[config.mk]
export PLATFORM = sky130hd
export DESIGN_NAME = boot_rom_copier
export DESIGN_NICKNAME = d
export VERILOG_FILES = /design/src/rtl/boot_copy_pkg.sv /design/src/rtl/boot_rom_copier.sv
export SDC_FILE = /design/constraint.sdc
export NUM_CORES = 1
export LEC_CHECK = 0
export BUFFER_PORTS_ARGS = -buffer_cell sky130_fd_sc_hd__clkbuf_2
export CAP_MARGIN = 40
export CORE_MARGIN = 3
export CORE_UTILIZATION = 54
export CTS_BUF_LIST = sky130_fd_sc_hd__clkbuf_8
export CTS_CLUSTER_DIAMETER = 150
export DETAILED_ROUTE_END_ITERATION = 16
export PLACE_DENSITY = 0.92
export SLEW_MARGIN = 20
export SYNTH_ARGS = -nofsm -noshare
export SYNTH_HDL_FRONTEND = slang
export SYNTH_SLANG_ARGS = --single-unit
[constraint.sdc]
create_clock -name i_clk -period 8.7 [get_ports i_clk]
set_clock_uncertainty 0.05 [all_clocks]
set_input_delay 0.87 -clock i_clk [delete_from_list [all_inputs] [get_ports i_clk]]
set_output_delay 0.87 -clock i_clk [all_outputs]
set_load 0.05 [all_outputs]
[src/rtl/boot_copy_pkg.sv]
// Shared types and constants for the boot ROM to instruction RAM copier.
package boot_copy_pkg;

  localparam int ROM_AW_DEF    = 10;
  localparam int ROM_DEPTH_DEF = 548;
  localparam int DATA_W_DEF    = 32;

  localparam logic [3:0] RAM_BE_FULL = 4'hF;

  typedef enum logic [2:0] {
    ST_IDLE  = 3'd0,
    ST_FETCH = 3'd1,
    ST_LOAD  = 3'd2,
    ST_WRITE = 3'd3,
    ST_FIN   = 3'd4
  } state_t;

endpackage

[src/rtl/boot_rom_copier.sv]
// Copies len words from the boot ROM (1-cycle read latency) into instruction
// RAM over a REQ/GNT write port, accumulating a mod-2^32 checksum.
//
// Handshake: RAM_REQ rises in WRITE and stays high with RAM_ADDR/RAM_WDATA
// stable until the rising clock edge where RAM_REQ and RAM_GNT are both high;
// that edge is the single transfer. RAM_GNT while RAM_REQ is low has no effect.
module boot_rom_copier
  import boot_copy_pkg::*;
#(
  parameter int ROM_AW    = ROM_AW_DEF,
  parameter int ROM_DEPTH = ROM_DEPTH_DEF,
  parameter int DATA_W    = DATA_W_DEF
) (
  input  logic              i_clk,
  input  logic              i_rst,
  input  logic              i_start,
  input  logic [ROM_AW:0]   i_len,
  input  logic [31:0]       i_dst_addr,
  output logic              o_busy,
  output logic              o_done,
  output logic [DATA_W-1:0] o_checksum,
  output logic              o_rom_csn,
  output logic [ROM_AW-1:0] o_rom_a,
  input  logic [DATA_W-1:0] i_rom_q,
  output logic              o_ram_req,
  input  logic              i_ram_gnt,
  output logic [31:0]       o_ram_addr,
  output logic              o_ram_we,
  output logic [3:0]        o_ram_be,
  output logic [DATA_W-1:0] o_ram_wdata,
  output state_t            o_dbg_state
);

  localparam int LEN_W = ROM_AW + 1;
  localparam logic [LEN_W-1:0] DEPTH_L = LEN_W'(ROM_DEPTH);

  state_t r_state;
  state_t w_state_nxt;

  logic [LEN_W-1:0]  r_len;
  logic [LEN_W-1:0]  r_idx;
  logic [ROM_AW-1:0] r_rom_a;
  logic [31:0]       r_ram_addr;
  logic [DATA_W-1:0] r_wdata;
  logic [DATA_W-1:0] r_checksum;
  logic              r_busy;
  logic              r_done;

  logic [LEN_W-1:0]  w_len_clamped;
  logic [LEN_W-1:0]  w_idx_inc;
  logic              w_last;
  logic              w_wr_fire;
  logic              w_rom_csn;
  logic              w_ram_req;

  assign w_len_clamped = (i_len > DEPTH_L) ? DEPTH_L : i_len;
  assign w_idx_inc     = r_idx + 1'b1;
  assign w_last        = (w_idx_inc == r_len);
  assign w_wr_fire     = (r_state == ST_WRITE) && i_ram_gnt;

  // State register
  always_ff @(posedge i_clk or posedge i_rst) begin
    if (i_rst) r_state <= ST_IDLE;
    else       r_state <= w_state_nxt;
  end

  // Next-state and port-control decode
  always_comb begin
    w_state_nxt = r_state;
    w_rom_csn   = 1'b1;
    w_ram_req   = 1'b0;
    case (r_state)
      ST_IDLE: begin
        if (i_start) w_state_nxt = (w_len_clamped == '0) ? ST_FIN : ST_FETCH;
      end
      ST_FETCH: begin
        w_rom_csn   = 1'b0;
        w_state_nxt = ST_LOAD;
      end
      ST_LOAD: begin
        w_state_nxt = ST_WRITE;
      end
      ST_WRITE: begin
        w_ram_req = 1'b1;
        if (i_ram_gnt) w_state_nxt = w_last ? ST_FIN : ST_FETCH;
      end
      ST_FIN: begin
        w_state_nxt = ST_IDLE;
      end
      default: begin
        w_state_nxt = ST_IDLE;
      end
    endcase
  end

  // Copy datapath: length/address latch, word index, data capture, checksum, status flags
  always_ff @(posedge i_clk or posedge i_rst) begin
    if (i_rst) begin
      r_len      <= '0;
      r_idx      <= '0;
      r_rom_a    <= '0;
      r_ram_addr <= '0;
      r_wdata    <= '0;
      r_checksum <= '0;
      r_busy     <= 1'b0;
      r_done     <= 1'b0;
    end else begin
      r_done <= (r_state == ST_FIN);
      case (r_state)
        ST_IDLE: begin
          if (i_start) begin
            r_len      <= w_len_clamped;
            r_idx      <= '0;
            r_rom_a    <= '0;
            r_ram_addr <= i_dst_addr;
            r_checksum <= '0;
            r_busy     <= 1'b1;
          end
        end
        ST_LOAD: begin
          r_wdata    <= i_rom_q;
          r_checksum <= r_checksum + i_rom_q;
        end
        ST_WRITE: begin
          if (w_wr_fire) begin
            r_idx      <= w_idx_inc;
            r_ram_addr <= r_ram_addr + 32'd4;
            // ROM_A only moves when another fetch follows, so it never
            // points past the last valid ROM word.
            if (!w_last) r_rom_a <= w_idx_inc[ROM_AW-1:0];
          end
        end
        ST_FIN: begin
          r_busy <= 1'b0;
        end
        default: begin
        end
      endcase
    end
  end

  assign o_busy      = r_busy;
  assign o_done      = r_done;
  assign o_checksum  = r_checksum;
  assign o_rom_csn   = w_rom_csn;
  assign o_rom_a     = r_rom_a;
  assign o_ram_req   = w_ram_req;
  assign o_ram_we    = w_ram_req;
  assign o_ram_be    = w_ram_req ? RAM_BE_FULL : 4'h0;
  assign o_ram_addr  = r_ram_addr;
  assign o_ram_wdata = r_wdata;
  assign o_dbg_state = r_state;

endmodule

==> impl_metrics.py, run 1 <==
metrics = {
    "outcome": {
        "status": "complete, no violations",
    },
    "floorplan": {
        "initial_core_util_pct": 55.62,
        "ios": 197,
        "rows": 43,
        "fp.dieH_um": 126.0,
        "dieArea_um2": 15880,
        "dieWidth_um": 126.0,
        "core_area_um2": 13990,
    },
    "sta": {
        "setup_viol": 0,
        "hold_viol_final": 0,
        "fin_tns_setup_ns": 0,
        "grt_setup_unrepaired": "no",
        "slew_headroom_pct": 45.11,
        "final_max_slew_viol_count": 0,
        "worst_slew_pin_slew_ns": 0.8204,
        "post-route-period-util_pct": 41.62,
        "timing.fmax_mhz": 276.2,
        "fin_crit_ns": 3.621,
    },
    "yosys": {
        "synth_nets": 1014,
        "synth.top_cells.by_count": "183 x nand2_1, 133 x dfrtp_1, 77 x a21oi_1",
        "synth_fa_ha_area_share_pct": 5.564,
        "netlist_instances": 901,
        "synth_edf_count": 0,
        "yosys.area_share.simple_pct": 21.98,
        "synth_top_family_by_area": "simple AND/OR/NAND/NOR gates",
        "ys_types": 63,
        "synth-xor-area-share_pct": 4.857,
        "netlist_area_um2": 7780,
        "synthMuxAreaShare_pct": 0.6433,
        "synth_compound_area_share_pct": 20.39,
        "synth.avg_cell_area_um2": 8.635,
        "async_reset_ff_share_pct": 100.0,
        "synth-seq-cells": 133,
        "yosysTopAreaCell": "dfrtp_1",
        "synth_area_leaders": "dfrtp_1 43%, nand2_1 8.8%, ha_1 5.3%",
        "synth_top_area_share_pct": 42.78,
        "yosys_warnings": 0,
        "synthFlopType": "dfrtp_1",
        "synth_most_common_cell": "nand2_1",
        "seq_area_frac_synth_pct": 42.78,
    },
    "routing": {
        "vias": 7682,
        "drc": 0,
        "wirelength_um": 21790,
        "drt_iter0_markers": 835,
        "routedWlPerCell_um": 17.16,
        "routed_via_density": 6.049,
        "firstDrtPassIters": 5,
        "ant_nets": 0,
    },
    "cells_and_area": {
        "area_growth_pct": 19.52,
        "nets": 1190,
        "fillers": 1209,
        "final_cells": 1270,
        "drive_gt1_share_pct": 23.58,
        "diodes": 0,
    },
    "worst_setup_path": {
        "crit_chain": "nand3_1 -> inv_1 -> buf_4 -> clkbuf_2",
        "start_kind": "register",
        "cp.arrival_ns": 2.70,
        "slowest_delay_ns": 0.62,
        "path_class": "reg2out",
        "crit_path_end_kind": "output pin",
        "worstPathRequired_ns": 7.78,
        "cpMaxStageDelayCell": "dfrtp_1",
        "cp_max_fo": 52,
    },
    "placed_design": {
        "placed_cells": 1236,
        "io_buffers": 196,
        "gp_congestion": 0.9270,
        "hpwl_um": 15670,
    },
    "clock_network": {
        "cts_max_level": 4,
        "post_cts_buffers": 0,
        "cts_hold_buffers": 0,
        "cts_tree": "built",
        "cts_sinks": 133,
        "clock_latency_ns": 0.46,
        "ctsResizeCount": 0,
        "cts_root_buf": "clkbuf_8",
        "clock_path_buffers": 2,
        "clkTransAtPathRegs_ns": 0.08,
        "cts_buffers": 17,
    },
    "pwr": {
        "p_per_area_nw_per_um2": 457.9,
        "ir_worst_vdd_mv": 0.2267,
        "p_leak_nw": 4.516,
    },
    "flow_run": {
        "max_cap_violations": 0,
    },
    "global_route": {
        "grt_usage_pct": 27.68,
        "grt_pass1_wl_um": 36050,
        "grt_max_degree": 59,
        "grt_pass1_vias": 7228,
        "grt_overflow": 0,
        "antenna_found_initial": 0,
    },
    "hold_path": {
        "hp-class": "in2async",
    },
}
-- kinds of logic after synthesis --
group / count (synthesis)
xor gates and xnor gates: 36
adders and majority gates: 34
and+or+nand+nor: 369
DFF: 133
buffers and inverters: 69
muxes: 5
AOI/OAI and AO/OA: 255
-- power breakdown --
group          internal [mW]  total, mW  switching (mW)
registers              0.880       1.13           0.254
logic                  0.733       2.61            1.87
clock network          0.256      0.519           0.263
-- flip-flops by register name, summed over array words and instances, names as in the netlist --
register / count
o_busy: 1
r_len: 11
o_ram_wdata: 32
o_done: 1
o_rom_a: 10
o_dbg_state: 3
r_idx: 11
o_ram_addr: 32
o_checksum: 32
-- worst max-delay path: cells and delay by family (launching register included) --
family | cells | cell delay [ns]
flip-flops | 1 | 0.62
buffers and inverters | 3 | 0.99
AND/OR/NAND/NOR | 1 | 0.62
-- metal layers --
layer  wire, µm  global-route usage [%]  up-vias
li1           -                       -     3602
met1       9390                   38.75     3668
met2      10280                   43.60      370
met3       1687                   5.471       42
met4        431                   9.022        0
met5          0                       0        -
-- final cells by class --
type                       instances  area, µm²  area share (%)
tap                              180      225.2           2.422
clock inverter                    15      155.1           1.668
timing repair buffer             206       1102           11.85
multi-input combinational        699       4174           44.89
inverter                          20      80.08          0.8611
clock buffer                      17      234.0           2.516
sequential                       133       3328           35.79
-- per-stage QoR --
step	cell area, µm²	total power, mW	hold slack (ns)	setup WS (ns)	util (%)
detailed placement	8885	3.712	0.4115	5.051	63.52
CTS	9274	4.243	0.4213	5.126	66.30
global placement	8826	3.618	0.4061	5.063	63.09
finish	9299	4.258	0.4149	5.079	66.48
global route	9299	4.542	0.4427	4.691	66.48
floorplan	7780	3.112	0.3906	4.226	-
-- cells in the final DEF (no fill, tap or decap), types with 4 or more instances in the layout --
cell,count
and4_1,5
o22ai_1,12
a31oi_1,6
and3_1,14
o32ai_1,8
nor4_1,4
nand2_1,183
clkbuf_2,196
xor2_1,9
nor3_1,22
xnor3_1,4
clkbuf_8,17
mux2i_1,5
nand4_1,12
buf_4,5
a22o_1,8
ha_1,33
a21o_1,12
inv_6,5
nor2_1,47
nor3b_1,4
a211oi_1,10
o31ai_1,13
or2_2,6
o21ai_0,70
or3_1,7
xnor2_1,22
a21oi_1,77
nand3_1,44
inv_1,20
dfrtp_1,133
o21a_1,8
o21bai_1,4
-- path summary, 6_finish.rpt --
path / from / end / slack [ns] / cells after the start
max: o_dbg_state[1]$_DFFE_PP0P_ / o_ram_req / 5.08 / 4
min reg2reg: o_ram_wdata[4]$_DFFE_PP0P_ / o_ram_wdata[4]$_DFFE_PP0P_ / 0.43 / 2
max reg2reg: o_dbg_state[1]$_DFFE_PP0P_ / o_rom_a[6]$_DFFE_PP0P_ / 5.09 / 9
min in group i_clk: o_ram_wdata[4]$_DFFE_PP0P_ / o_ram_wdata[4]$_DFFE_PP0P_ / 0.43 / 2
max in group asynchronous: i_rst / o_ram_wdata[7]$_DFFE_PP0P_ / 7.08 / 4
min: i_rst / o_ram_wdata[0]$_DFFE_PP0P_ / 0.41 / 2
No activity file was read; power rests on OpenSTA's default activity.
==> inputs of run 2 (changes only) <==
--- a/config.mk
+++ b/config.mk
@@ -5,6 +5,7 @@
 export SDC_FILE = /design/constraint.sdc
 export NUM_CORES = 1
 export LEC_CHECK = 0
+export ABC_AREA = 1
 export BUFFER_PORTS_ARGS = -buffer_cell sky130_fd_sc_hd__clkbuf_2
 export CAP_MARGIN = 40
 export CORE_MARGIN = 3
@@ -12,7 +13,7 @@
 export CTS_BUF_LIST = sky130_fd_sc_hd__clkbuf_8
 export CTS_CLUSTER_DIAMETER = 150
 export DETAILED_ROUTE_END_ITERATION = 16
-export PLACE_DENSITY = 0.92
+export PLACE_DENSITY = 0.91
 export SLEW_MARGIN = 20
 export SYNTH_ARGS = -nofsm -noshare
 export SYNTH_HDL_FRONTEND = slang
==> constraint.sdc (replaced) <==
create_clock -name i_clk -period 3.5 [get_ports i_clk]
set_clock_uncertainty 0.05 [all_clocks]
set_input_delay 0.35 -clock i_clk [delete_from_list [all_inputs] [get_ports i_clk]]
set_output_delay 0.35 -clock i_clk [all_outputs]
set_load 0.05 [all_outputs]
==> impl_metrics.py, run 2 <==
metrics = {
    "clock_network": {
        "post_cts_buffers": 0,
        "clock_latency_ns": 0.45,
        "cts_tree": "built",
        "clock_path_buffers": 2,
        "cts_root_buf": "clkbuf_8",
        "cts_max_level": 4,
        "clkTransAtPathRegs_ns": 0.08,
        "cts_sinks": 133,
        "cts_buffers": 17,
        "ctsResizeCount": 0,
    },
    "yosys": {
        "async_reset_ff_share_pct": 100.0,
        "synth-seq-cells": 133,
        "synth_most_common_cell": "nand2_1",
        "synthFlopType": "dfrtp_1",
        "ys_types": 46,
        "synth_edf_count": 0,
        "yosys_warnings": 0,
        "synth_area_leaders": "dfrtp_1 39%, nand2_1 18%, inv_1 5.7%",
        "seq_area_frac_synth_pct": 38.57,
        "netlist_area_um2": 8628,
        "synth_top_area_share_pct": 38.57,
        "synth.avg_cell_area_um2": 6.964,
        "yosysTopAreaCell": "dfrtp_1",
        "synth_nets": 1352,
        "netlist_instances": 1239,
        "synth.top_cells.by_count": "410 x nand2_1, 133 x dfrtp_1, 130 x inv_1",
    },
    "floorplan": {
        "rows": 45,
        "dieArea_um2": 17530,
        "ios": 197,
        "initial_core_util_pct": 55.93,
        "core_area_um2": 15430,
        "fp.dieH_um": 132.4,
        "dieWidth_um": 132.4,
    },
    "worst_setup_path": {
        "worstPathRequired_ns": 3.10,
        "crit_chain": "inv_1 -> nand2_1 -> nor2_4 -> buf_4 -> clkbuf_2",
        "path_class": "reg2out",
        "ff2ff_setup_slack_ns": 1.07,
        "cp_max_fo": 54,
        "cp.arrival_ns": 2.13,
        "start_kind": "register",
        "crit_path_end_kind": "output pin",
        "slowest_delay_ns": 0.46,
        "cpMaxStageDelayCell": "buf_4",
    },
    "pwr": {
        "p_leak_nw": 5.380,
        "p_comb_share_pct": 62.8,
        "netSwitchingFraction_pct": 58.35,
        "total_power_mw": 10.79,
        "p_seq_share_pct": 25.9,
        "intPower_mw": 4.492,
        "p_per_area_nw_per_um2": 1055,
        "ir_worst_vdd_mv": 0.7339,
        "p_switching_mw": 6.294,
        "clock_power_share_pct": 11.3,
    },
    "global_route": {
        "grt_overflow": 0,
        "grt_pass1_wl_um": 42080,
        "grt_usage_pct": 29.22,
        "antenna_found_initial": 1,
        "grt_pass1_vias": 8872,
        "grt_max_degree": 66,
    },
    "sta": {
        "grt_setup_unrepaired": "no",
        "post-route-period-util_pct": 72.31,
        "worst_slew_pin_slew_ns": 0.6327,
        "timing.fmax_mhz": 395.1,
        "hold_slack_ns": 0.05775,
        "setup_viol": 0,
        "final_max_slew_viol_count": 0,
        "fin_crit_ns": 2.531,
        "slew_headroom_pct": 57.43,
        "fin_tns_setup_ns": 0,
        "fin_ws_ns": 0.9690,
        "hold_viol_final": 0,
    },
    "placed_design": {
        "gp_congestion": 1.017,
        "place_ws_ns": 1.067,
        "hpwl_um": 19960,
        "placed_area_um2": 9826,
        "io_buffers": 196,
    },
    "routing": {
        "vias": 9289,
        "firstDrtPassIters": 8,
        "drc": 0,
        "ant_nets": 0,
        "wirelength_um": 25860,
        "routed_via_density": 5.619,
        "routedWlPerCell_um": 15.65,
        "drt_iter0_markers": 960,
    },
    "cells_and_area": {
        "fillers": 1346,
        "diodes": 0,
        "nets": 1543,
        "layout_common_cells": "410 x nand2_1, 196 x clkbuf_2, 133 x dfrtp_1",
        "drive_gt1_share_pct": 19.07,
        "area_growth_pct": 18.52,
        "stdcell_area_um2": 10230,
        "final_common_cell": "nand2_1",
    },
    "flow_run": {
        "max_cap_violations": 0,
    },
    "hold_path": {
        "hp-class": "in2reg",
    },
    "outcome": {
        "status": "complete, no violations",
    },
}
[run 2: cell types whose count changed after synthesis, sizes merged, moves of 8 or more]
cell / delta
xnor2: -21
o31ai: -12
a211oi: -10
and3: -13
o21ai: +28
clkbuf: -13
o211ai: +11
nand3: +43
nand2: +237
nor2: +58
a21oi: -22
inv: +111
o32ai: -8
[run 2: critical path: cells and delay by family, from the launching register on]
| kind | cells | cell delay [ns] |
|---|---|---|
| flip-flops | 1 | 0.42 |
| AND/OR/NAND/NOR | 2 | 0.27 |
| buffers and inverters | 3 | 0.96 |
[run 2: logic make-up after synthesis]
group	share of synthesized area, %
adders and majority gates	5.017
xor gates and xnor gates	1.015
buffers and inverters	7.671
and+or+nand+nor	33.93
DFF	38.57
AOI/OAI and AO/OA	13.79
[run 2: per-stage QoR]
step                      instances  utilization [%]
after floorplan                1239                -
after global placement         1619            63.56
after detailed placement       1620            63.69
after CTS                      1652            66.16
after global routing           1653            66.29
final                          1653            66.29
[run 2: timing repair]
item / CTS / global route
endpoints found under the setup margin: 0 / 0
hold buffers: 1 / 0
hold endpoints to repair: 9 / 0
[run 2: metal layers]
metal	vias to the layer above	share of wire, %	track usage [%]
met3	83	8.2	7.023
li1	4463	-	-
met5	-	0.046	0
met1	4275	40	35.01
met4	2	3.5	11.84
met2	466	49	50.60
[run 2: worst paths after layout]
path,to,cells after the start,startpoint
min in group asynchronous,o_ram_addr[31]$_DFFE_PP0P_,3,i_rst
max in group asynchronous,o_ram_addr[17]$_DFFE_PP0P_,4,i_rst
setup reg to reg,o_rom_a[0]$_DFFE_PP0P_,11,o_dbg_state[2]$_DFFE_PP0P_
setup / recovery,o_ram_be[0],5,o_dbg_state[2]$_DFFE_PP0P_
hold / removal,o_ram_addr[1]$_DFFE_PP0P_,3,i_dst_addr[1]
hold reg to reg,o_ram_wdata[5]$_DFFE_PP0P_,2,o_ram_wdata[5]$_DFFE_PP0P_
[run 2: cell type report]
cell class / instances / area (µm²) / share of cell area [%]
inverter: 132 / 499.2 / 4.882
clock buffer: 21 / 289.0 / 2.826
sequential: 133 / 3328 / 32.55
clock inverter: 10 / 81.33 / 0.7953
tap: 211 / 264.0 / 2.582
multi-input combinational: 938 / 4653 / 45.50
timing repair buffer: 208 / 1111 / 10.87
[run 2: power by group through the flow]
stage          logic [mW]  clock network (mW)  registers, mW
2_1_floorplan        3.24                   0           4.58
3_3_place_gp         6.53                   0           2.77
3_5_place_dp         6.67                   0           2.80
4_1_cts              6.70                1.25           2.78
5_1_grt              7.35                1.32           2.87
6_report             6.77                1.22           2.79
